## config.mk

```make
export PLATFORM = sky130hd
export DESIGN_NAME = multi_door_visitor_counter
export DESIGN_NICKNAME = d
export VERILOG_FILES = /design/src/rtl/multi_door_visitor_counter_pkg.sv /design/src/rtl/multi_door_visitor_counter_door_direction_fsm.sv /design/src/rtl/multi_door_visitor_counter.sv
export SDC_FILE = /design/constraint.sdc
export NUM_CORES = 1
export LEC_CHECK = 0
export CELL_PAD_IN_SITES_DETAIL_PLACEMENT = 0
export CELL_PAD_IN_SITES_GLOBAL_PLACEMENT = 1
export CORE_MARGIN = 4
export CORE_UTILIZATION = 45
export DETAILED_ROUTE_END_ITERATION = 8
export GPL_ROUTABILITY_DRIVEN = 1
export PLACE_DENSITY = 0.92
export SLEW_MARGIN = 10
export SYNTH_ARGS = -nofsm -noshare
export SYNTH_HDL_FRONTEND = slang
export SYNTH_HIERARCHICAL = 1
export SYNTH_SLANG_ARGS = --single-unit
```

## constraint.sdc

```tcl
create_clock -name clk -period 4.55 [get_ports clk]
set_input_delay 0.6825 -clock clk [delete_from_list [all_inputs] [get_ports clk]]
set_output_delay 0.6825 -clock clk [all_outputs]
set_load 0.05 [all_outputs]
```

## src/rtl/multi_door_visitor_counter_pkg.sv

```systemverilog
// Shared types and defaults for the multi-door visitor counter: door FSM state
// encoding, default occupancy ceiling / timeout, and a small popcount helper.
package multi_door_visitor_counter_pkg;

   typedef enum logic [2:0] {
      ST_IDLE = 3'd0,
      ST_IN1  = 3'd1,
      ST_IN2  = 3'd2,
      ST_OUT1 = 3'd3,
      ST_OUT2 = 3'd4
   } door_state_t;

   localparam int DEF_MAX_OCC     = 200;
   localparam int DEF_TIMEOUT_CYC = 64;

   function automatic logic [3:0] popcount8(input logic [7:0] v);
      logic [3:0] c;
      c = 4'd0;
      for (int i = 0; i < 8; i++) begin
         c = c + {3'd0, v[i]};
      end
      return c;
   endfunction

endpackage

```

## src/rtl/multi_door_visitor_counter_door_direction_fsm.sv

```systemverilog
// One doorway: 2-flop sensor synchronisers, IDLE/IN1/IN2/OUT1/OUT2 direction FSM
// with a no-progress timeout, and registered one-cycle entry/exit pulses.
module door_direction_fsm
   import multi_door_visitor_counter_pkg::*;
#(
   parameter int TIMEOUT_CYC = DEF_TIMEOUT_CYC
) (
   input  logic clk,
   input  logic reset,
   input  logic ir1,
   input  logic ir2,
   output logic entry_pulse,
   output logic exit_pulse
);
   localparam int TW = $clog2(TIMEOUT_CYC + 1);

   logic [1:0]    sync1_r, sync2_r;
   logic          s1_s, s2_s, clear_s, timeout_s;
   door_state_t   state_r, nat_next_s, next_state_s;
   logic [TW-1:0] tmo_cnt_r;
   logic          lock_r, entry_s, exit_s, entry_r, exit_r;

   // two-flop synchronisers for the asynchronous sensor inputs
   always_ff @(posedge clk or negedge reset) begin
      if (!reset) begin
         sync1_r <= 2'b00;
         sync2_r <= 2'b00;
      end else begin
         sync1_r <= {sync1_r[0], ir1};
         sync2_r <= {sync2_r[0], ir2};
      end
   end

   assign s1_s      = sync1_r[1];
   assign s2_s      = sync2_r[1];
   assign clear_s   = !s1_s && !s2_s;
   assign timeout_s = (state_r != ST_IDLE) && (tmo_cnt_r == TW'(TIMEOUT_CYC - 1));

   // state register
   always_ff @(posedge clk or negedge reset) begin
      if (!reset) begin
         state_r <= ST_IDLE;
      end else begin
         state_r <= next_state_s;
      end
   end

   // no-progress counter; after an abort the door stays locked in IDLE until both beams clear,
   // so a still-blocked sensor cannot re-arm a half crossing
   always_ff @(posedge clk or negedge reset) begin
      if (!reset) begin
         tmo_cnt_r <= {TW{1'b0}};
         lock_r    <= 1'b0;
      end else begin
         if (state_r != next_state_s || state_r == ST_IDLE) begin
            tmo_cnt_r <= {TW{1'b0}};
         end else begin
            tmo_cnt_r <= tmo_cnt_r + TW'(1);
         end
         if (timeout_s) begin
            lock_r <= 1'b1;
         end else if (clear_s) begin
            lock_r <= 1'b0;
         end else begin
            lock_r <= lock_r;
         end
      end
   end

   // next-state logic
   always_comb begin
      nat_next_s = state_r;
      case (state_r)
         ST_IDLE: begin
            if (lock_r)               nat_next_s = ST_IDLE;
            else if (s1_s && !s2_s)   nat_next_s = ST_IN1;
            else if (!s1_s && s2_s)   nat_next_s = ST_OUT1;
            else                      nat_next_s = ST_IDLE;
         end
         ST_IN1: begin
            if (s2_s)                 nat_next_s = ST_IN2;
            else if (!s1_s)           nat_next_s = ST_IDLE;
            else                      nat_next_s = ST_IN1;
         end
         ST_IN2: begin
            if (clear_s)              nat_next_s = ST_IDLE;
            else if (s1_s && !s2_s)   nat_next_s = ST_IN1;
            else                      nat_next_s = ST_IN2;
         end
         ST_OUT1: begin
            if (s1_s)                 nat_next_s = ST_OUT2;
            else if (!s2_s)           nat_next_s = ST_IDLE;
            else                      nat_next_s = ST_OUT1;
         end
         ST_OUT2: begin
            if (clear_s)              nat_next_s = ST_IDLE;
            else if (!s1_s && s2_s)   nat_next_s = ST_OUT1;
            else                      nat_next_s = ST_OUT2;
         end
         default:                     nat_next_s = ST_IDLE;
      endcase
      next_state_s = timeout_s ? ST_IDLE : nat_next_s;
   end

   // event decode: a crossing completes when both beams clear from the far-side state
   always_comb begin
      entry_s = 1'b0;
      exit_s  = 1'b0;
      entry_s = !timeout_s && (state_r == ST_IN2)  && clear_s;
      exit_s  = !timeout_s && (state_r == ST_OUT2) && clear_s;
   end

   // registered event pulses
   always_ff @(posedge clk or negedge reset) begin
      if (!reset) begin
         entry_r <= 1'b0;
         exit_r  <= 1'b0;
      end else begin
         entry_r <= entry_s;
         exit_r  <= exit_s;
      end
   end

   assign entry_pulse = entry_r;
   assign exit_pulse  = exit_r;

endmodule

```

## src/rtl/multi_door_visitor_counter.sv

```systemverilog
// Multi-door occupancy counter: one direction FSM per door, per-cycle combining of all
// door events into a clamped occupancy count, lifetime entry total and sticky flags.
module multi_door_visitor_counter
   import multi_door_visitor_counter_pkg::*;
#(
   parameter int NUM_DOORS   = 2,
   parameter int COUNT_W     = 8,
   parameter int TOTAL_W     = 16,
   parameter int MAX_OCC     = DEF_MAX_OCC,
   parameter int TIMEOUT_CYC = DEF_TIMEOUT_CYC
) (
   input  logic                 clk,
   input  logic                 reset,
   input  logic [NUM_DOORS-1:0] ir_sensor1,
   input  logic [NUM_DOORS-1:0] ir_sensor2,
   input  logic                 clear_flags,
   output logic [COUNT_W-1:0]   curr_visitor,
   output logic [TOTAL_W-1:0]   total_entries,
   output logic                 full,
   output logic                 empty,
   output logic                 overflow,
   output logic                 underflow,
   output logic [NUM_DOORS-1:0] entry_pulse,
   output logic [NUM_DOORS-1:0] exit_pulse
);
   localparam int SW = COUNT_W + 2;

   logic [3:0]           n_in_s, n_out_s;
   logic signed [SW-1:0] sum_s;
   logic [COUNT_W-1:0]   curr_r, next_curr_s;
   logic [TOTAL_W-1:0]   total_r;
   logic                 ovf_r, unf_r, ovf_set_s, unf_set_s, ovf_next_s, unf_next_s;

   for (genvar g = 0; g < NUM_DOORS; g++) begin : g_door
      door_direction_fsm #(.TIMEOUT_CYC(TIMEOUT_CYC)) u_door (
         .clk         (clk),
         .reset       (reset),
         .ir1         (ir_sensor1[g]),
         .ir2         (ir_sensor2[g]),
         .entry_pulse (entry_pulse[g]),
         .exit_pulse  (exit_pulse[g])
      );
   end

   // combine all doors, then clamp; simultaneous entry+exit nets out before clamping
   always_comb begin
      n_in_s      = popcount8(8'(entry_pulse));
      n_out_s     = popcount8(8'(exit_pulse));
      sum_s       = $signed({2'b00, curr_r}) + $signed(SW'(n_in_s)) - $signed(SW'(n_out_s));
      ovf_set_s   = 1'b0;
      unf_set_s   = 1'b0;
      next_curr_s = curr_r;
      if (sum_s > $signed(SW'(MAX_OCC))) begin
         next_curr_s = COUNT_W'(MAX_OCC);
         ovf_set_s   = 1'b1;
      end else if (sum_s[SW-1]) begin
         next_curr_s = {COUNT_W{1'b0}};
         unf_set_s   = 1'b1;
      end else begin
         next_curr_s = sum_s[COUNT_W-1:0];
      end
      ovf_next_s = ovf_set_s | (ovf_r & ~clear_flags);
      unf_next_s = unf_set_s | (unf_r & ~clear_flags);
   end

   // occupancy, lifetime total and sticky flags
   always_ff @(posedge clk or negedge reset) begin
      if (!reset) begin
         curr_r  <= {COUNT_W{1'b0}};
         total_r <= {TOTAL_W{1'b0}};
         ovf_r   <= 1'b0;
         unf_r   <= 1'b0;
      end else begin
         curr_r  <= next_curr_s;
         total_r <= total_r + TOTAL_W'(n_in_s);
         ovf_r   <= ovf_next_s;
         unf_r   <= unf_next_s;
      end
   end

   assign curr_visitor  = curr_r;
   assign total_entries = total_r;
   assign overflow      = ovf_r;
   assign underflow     = unf_r;
   assign full          = (curr_r == COUNT_W'(MAX_OCC));
   assign empty         = (curr_r == {COUNT_W{1'b0}});

endmodule
```

==> impl_metrics.toml, run 1 <==
[yosys]
ys_types = 72
yosys.area_share.simple_pct = 18.82
synth-xor-area-share_pct = 6.884
avgSynthCellArea_um2 = 10.14
synth_top_cell_by_area = "dfrtp_1"
yosys_register_bits = 60
ys_warn_count = 6
synth_adder_area_share_pct = 11.66
yosys.cell_count.top_type = "dfrtp_1"
synth_ff_type = "dfrtp_1"
synth-seq-area-share_pct = 40.69
synth_top_area_share_pct = 40.69
netlist_area_um2 = 3690
synth.area.top_cells = "dfrtp_1 41%, ha_1 9.5%, xnor2_1 4.3%"
synth_common_cells = "60 x dfrtp_1, 35 x inv_1, 28 x ha_1, 26 x nor2_1, 18 x xnor2_1"
async_flop_share_pct = 100.0
synth-compound-area-share_pct = 14.65
syn_inst = 364
synth_fp_nets = 403
synth_edf_count = 0
synth_mux_area_share_pct = 2.170
synth_top_family_by_area = "simple AND/OR/NAND/NOR gates"

[layout]
design_area_um2 = 4349
regArea_um2 = 1501
final_core_util_pct = 55.42
fill_cells = 715
syn2layout_area_growth_pct = 17.87
stdcell_count = 511
fin_nets = 443
drive_gt1_share_pct = 9.046
diodes = 0
multi_input_area_um2 = 1999

[power_and_ir_drop]
clkPwrFrac_pct = 18.7
seqPwrFrac_pct = 30.1
pwr-share-comb_pct = 51.3
total_power_mw = 2.601
p_leak_nw = 1.977
p_switching_mw = 1.160
p_sw_share_pct = 44.59
worst_ir_drop_vdd_uv = 332.5
powerDensity_nw_per_um2 = 598.1
p_int_mw = 1.441

[setup_path]
path_cells = "fa_1 > inv_1 > fa_1 > inv_1 > ha_1 > inv_1 > fa_1 > nand2b_1 > a21o_1 > mux2i_1 > o311ai_1 > a2111oi_0 > a211o_1"
slowest_stage = "fa_1"
cp.arrival_ns = 4.02
startpoint_type = "flip-flop"
crit_buf_inv = 3
crit_family = "adder cells"
crit_path_max_incr_delay_ns = 0.54
path_class = "flip-flop to flip-flop"
critical_path_required_ns = 4.76
cp_max_fo = 3
crit_path_end_kind = "flip-flop"

[clock_tree]
clock_latency_ns = 0.33
cts_tree = "done"
post_cts_resize_count = 0
numCtsBuffers = 9
postCtsHoldBufs = 0
clk_pin_slew_worst_paths_ns = 0.07
htree_levels = 3
cts_num_sinks = 60
clk_path_buf_depth = 2
root_buffer = "clkbuf_8"
post_cts_buffers = 0

[placed_design]
place_congestion = 0.8962
placed_area_um2 = 4146
dp_hpwl_um = 5555
dpl.cell_count = 495
pre_cts_slack_ns = 0.7828
port_buffers = 38

[global_route]
grt_usage_pct = 16.23
antenna_found_initial = 0
grt_use_met2_pct = 24.80
met3_usage_pct = 3.892
grt_overflow = 0
grt_max_degree = 39
grt_util_met1_pct = 21.14
grt_pass1_wl_um = 12870
first_global_vias = 2798
top_usage_layer = "met2"

[timing]
rsz0062_at_grt = "false"
hold_viol = 0
slew_headroom_pct = 63.59
clock_skew_ns = 0.004427
setup_slack_ns = 0.7491
tightest_slew_ns = 0.5445
fmaxAchievable_mhz = 263.1
final-max-slew-violation-count = 0
min_period_ns = 3.801
holdWs_ns = 0.3303
post-route-period-util_pct = 83.54
setup_viol = 0
tns_ns = 0

[detailed_routing]
totalWireLength_um = 7498
wl_per_cell_um = 14.67
antenna_left = 0
routed-via-count = 2834
route.detailed.drc = 0
drt-pass1-iter-count = 4
drtIter0Drc = 131
via_per_inst = 5.546

[die]
dieArea_um2 = 9712
initial_core_util_pct = 47.02
core-area_um2 = 7848
ios = 39
rows = 32
die_y_um = 98.55
die-width_um = 98.55

[hold_path]
hold_class = "input pin to asynchronous set/reset pin"

[run_status]
status = "finished, final reports clean"

[flow_run]
maxCapViolCount = 0
sequential cells by signal (all words and copies together), names as in the netlist, 4 cells and up:
name and flops:
total_entries 16, g_door.u_door/tmo_cnt_r 14, curr_visitor 8, g_door.u_door/state_r 6
g_door.u_door/sync1_r 4, g_door.u_door/sync2_r 4
cells by family (layout without fill, tap and decap cells):
group                    after synthesis  in the layout
AO/OA/AOI/OAI                         67             67
XOR/XNOR                              29             29
adder cells (fa/ha/maj)               32             32
buffers and inverters                 46             91
flip-flops                            60             60
multiplexers                           6              6
AND/OR/NAND/NOR                      124            124
path summary, 6_finish.rpt:
kind,slack (ns),endpoint,start,cells past startpoint
setup / recovery,0.75,overflow,curr_visitor[0],13
hold / removal,0.33,curr_visitor[6],reset,1
setup reg to reg,0.75,overflow,curr_visitor[0],13
hold reg to reg,0.35,g_door[0].u_door/sync2_r[1],g_door[0].u_door/sync2_r[0],0
max in group asynchronous,3.34,curr_visitor[2],reset,2
min in group clk,0.35,g_door[0].u_door/sync2_r[1],g_door[0].u_door/sync2_r[0],0
layout by cell type (no fill, tap or decap), types with 3 or more instances in the layout:
cell	netlist	layout
a21oi_1	11	11
nor3b_1	7	7
o22ai_1	3	3
o21ai_0	7	7
xnor2_1	18	18
and3b_1	3	3
xor2_1	11	11
clkbuf_8	0	11
clkdlybuf4s50_1	0	37
nand2b_1	6	6
dfrtp_1	60	60
nor2_1	26	26
a31oi_1	3	3
nand3_1	16	16
a211o_1	3	3
ha_1	28	28
nor2b_1	3	3
a21o_1	3	3
a211oi_2	3	3
inv_1	35	35
fa_1	4	4
nand2_1	16	16
o21bai_1	3	3
nand4_1	3	3
nor3_1	17	17
and3_1	9	9
routing by layer:
metal / wire (um) / vias to the layer above
met5: 0 / -
met1: 3499 / 1382
met3: 354 / 14
met2: 3445 / 70
li1: - / 1368
met4: 198 / 0
layout make-up:
type | instances | share of cell area, %
Timing Repair Buffer | 39 | 8.803
Clock inverter | 4 | 1.093
Inverter | 36 | 3.107
Multi-Input combinational cell | 258 | 45.97
Tap cell | 102 | 2.934
Clock buffer | 12 | 3.567
Sequential cell | 60 | 34.52
power by group through the flow:
stage	registers, mW	logic, mW	clock network [mW]
CTS	0.781	1.34	0.500
floorplan	0.887	0.913	0
finish	0.783	1.33	0.485
detailed placement	0.791	1.33	0
global placement	0.786	1.30	0
global route	0.805	1.46	0.523
No activity file was read; power rests on OpenSTA's default activity.
==> inputs of run 2 (changes only) <==
- clock period: 4.55 -> 3.6 ns (I/O delays scaled with it)
==> impl_metrics.toml, run 2 (synthesis gave the netlist of run 1 again) <==
[run_status]
status = "finished, final reports clean"

[clock_tree]
cts_tree = "done"
htree_levels = 3
clk_path_buf_depth = 2
numCtsBuffers = 9
postCtsHoldBufs = 0
clock_latency_ns = 0.34
clk_pin_slew_worst_paths_ns = 0.06
root_buffer = "clkbuf_8"
cts_num_sinks = 60

[timing]
setup_viol = 0
tightest_slew_ns = 0.7393
min_period_ns = 3.467
post-route-period-util_pct = 96.30
slew_headroom_pct = 50.71
clock_skew_ns = 0.007440
hold_viol = 0
fmaxAchievable_mhz = 288.4
holdWs_ns = 0.3414
rsz0062_at_grt = "false"
final-max-slew-violation-count = 0

[flow_run]
maxCapViolCount = 0

[detailed_routing]
wl_per_cell_um = 14.55
antenna_left = 0
route.detailed.drc = 0
drt-pass1-iter-count = 4
drtIter0Drc = 133
routed-via-count = 2788
via_per_inst = 5.445
totalWireLength_um = 7450

[die]
rows = 32
ios = 39
die_y_um = 98.55
die-width_um = 98.55
initial_core_util_pct = 47.02
core-area_um2 = 7848
dieArea_um2 = 9712

[layout]
drive_gt1_share_pct = 12.20
syn2layout_area_growth_pct = 20.11
final_common_cell = "dfrtp_1"
largest_register_ff_count = 16
final_core_util_pct = 56.47
final_cell_mix = "57 x dfrtp_1, 37 x clkdlybuf4s50_1, 34 x inv_1"
stdcell_count = 512
diodes = 0
fin_nets = 445

[global_route]
grt_overflow = 0
antenna_found_initial = 0
first_global_vias = 2744
grt_usage_pct = 16.05
grt_pass1_wl_um = 12670
grt_max_degree = 61

[power_and_ir_drop]
worst_ir_drop_vdd_uv = 331.2
seqPwrFrac_pct = 29.1
p_int_mw = 1.903
clkPwrFrac_pct = 18.9
p_sw_share_pct = 44.07
pwr-share-comb_pct = 52.1
p_leak_nw = 2.008
powerDensity_nw_per_um2 = 767.7
p_switching_mw = 1.500

[setup_path]
crit_path_end_kind = "flip-flop"
critical_path_required_ns = 3.81
startpoint_type = "flip-flop"
r2r-start = "curr_visitor[0]"
cp_max_fo = 5
cp.arrival_ns = 3.68
rrSetupSlack_ns = 0.13
crit-reg2reg-capture = "curr_visitor[4]"
reg2regPathDepth = 13
path_class = "flip-flop to flip-flop"

[placed_design]
dpl.cell_count = 496
dp_hpwl_um = 5384
place_congestion = 0.8728
port_buffers = 38

[hold_path]
hold_class = "input pin to asynchronous set/reset pin"
run 2: cell types whose count changed in the layout (fill, tap and decap cells not counted), moves of 2 or more:
cell	previous run	this run
buf_4	1	3
dfrtp_1	60	57
nor3b_1	7	5
dfrtp_2	0	3
clkinv_2	2	0
nor3b_2	0	2
clkbuf_8	11	13
run 2: metal layers:
metal | global-route usage [%] | routed length, um
met4 | 6.828 | 155
met2 | 23.87 | 3430
met5 | 0 | 0
met3 | 4.883 | 426
met1 | 21.75 | 3437
run 2: cell type report:
class                           count  area (um2)
Clock buffer                       14       182.7
Sequential cell                    60        1505
Inverter                           36       135.1
Tap cell                          102       127.6
Clock inverter                      1       30.03
Timing Repair Buffer               41       397.9
Multi-Input combinational cell    258        2053
Fill cell                         687        3416
run 2: timing repair:
item	4_1_cts	5_1_grt
setup buffers	0	2
setup endpoints to repair	2	7
pin swaps	2	3
cloned	0	0
resized for setup	3	7
run 2: critical path, stage by stage (launching register included):
cell	delay, ns
dfrtp_2	0.43
fa_1	0.53
inv_1	0.05
fa_1	0.44
inv_2	0.08
ha_4	0.14
inv_1	0.05
fa_2	0.34
nand2b_4	0.16
a21o_1	0.21
a2bb2oi_1	0.17
o311ai_2	0.18
a211oi_2	0.45
nor3_1	0.11
run 2: power by group through the flow:
| stage | sequential (mW) | clock [mW] | combinational [mW] |
|---|---|---|---|
| 2_1_floorplan | 1.12 | 0 | 1.16 |
| 3_3_place_gp | 0.993 | 0 | 1.66 |
| 3_5_place_dp | 0.996 | 0 | 1.68 |
| 4_1_cts | 0.985 | 0.656 | 1.71 |
| 5_1_grt | 1.01 | 0.694 | 1.94 |
| 6_report | 0.989 | 0.641 | 1.77 |
run 2: worst max path at each step:
| stage | start | endpoint | slack [ns] | cells after the start |
|---|---|---|---|---|
| CTS | curr_visitor[0] | overflow | 0.02 | 13 |
| finish | curr_visitor[0] | curr_visitor[4] | 0.13 | 13 |
| global route | curr_visitor[0] | curr_visitor[4] | 0.006 | 13 |
| global placement | curr_visitor[0] | overflow | 0.09 | 13 |
| floorplan | g_door[0].u_door/exit_pulse | overflow | 0.05 | 14 |
| detailed placement | curr_visitor[0] | overflow | -0.04 | 13 |
run 2: stage by stage:
step                      power (mW)  instance area, um2  worst slack (ns)  setup TNS, ns
final                          3.402                4432            0.1331              0
after global placement         2.658                4165           0.09289              0
after CTS                      3.349                4392           0.01843              0
after detailed placement       2.676                4165          -0.03557       -0.03557
after global routing           3.644                4432          0.006222              0
after floorplan                2.286                3701           0.05474              0
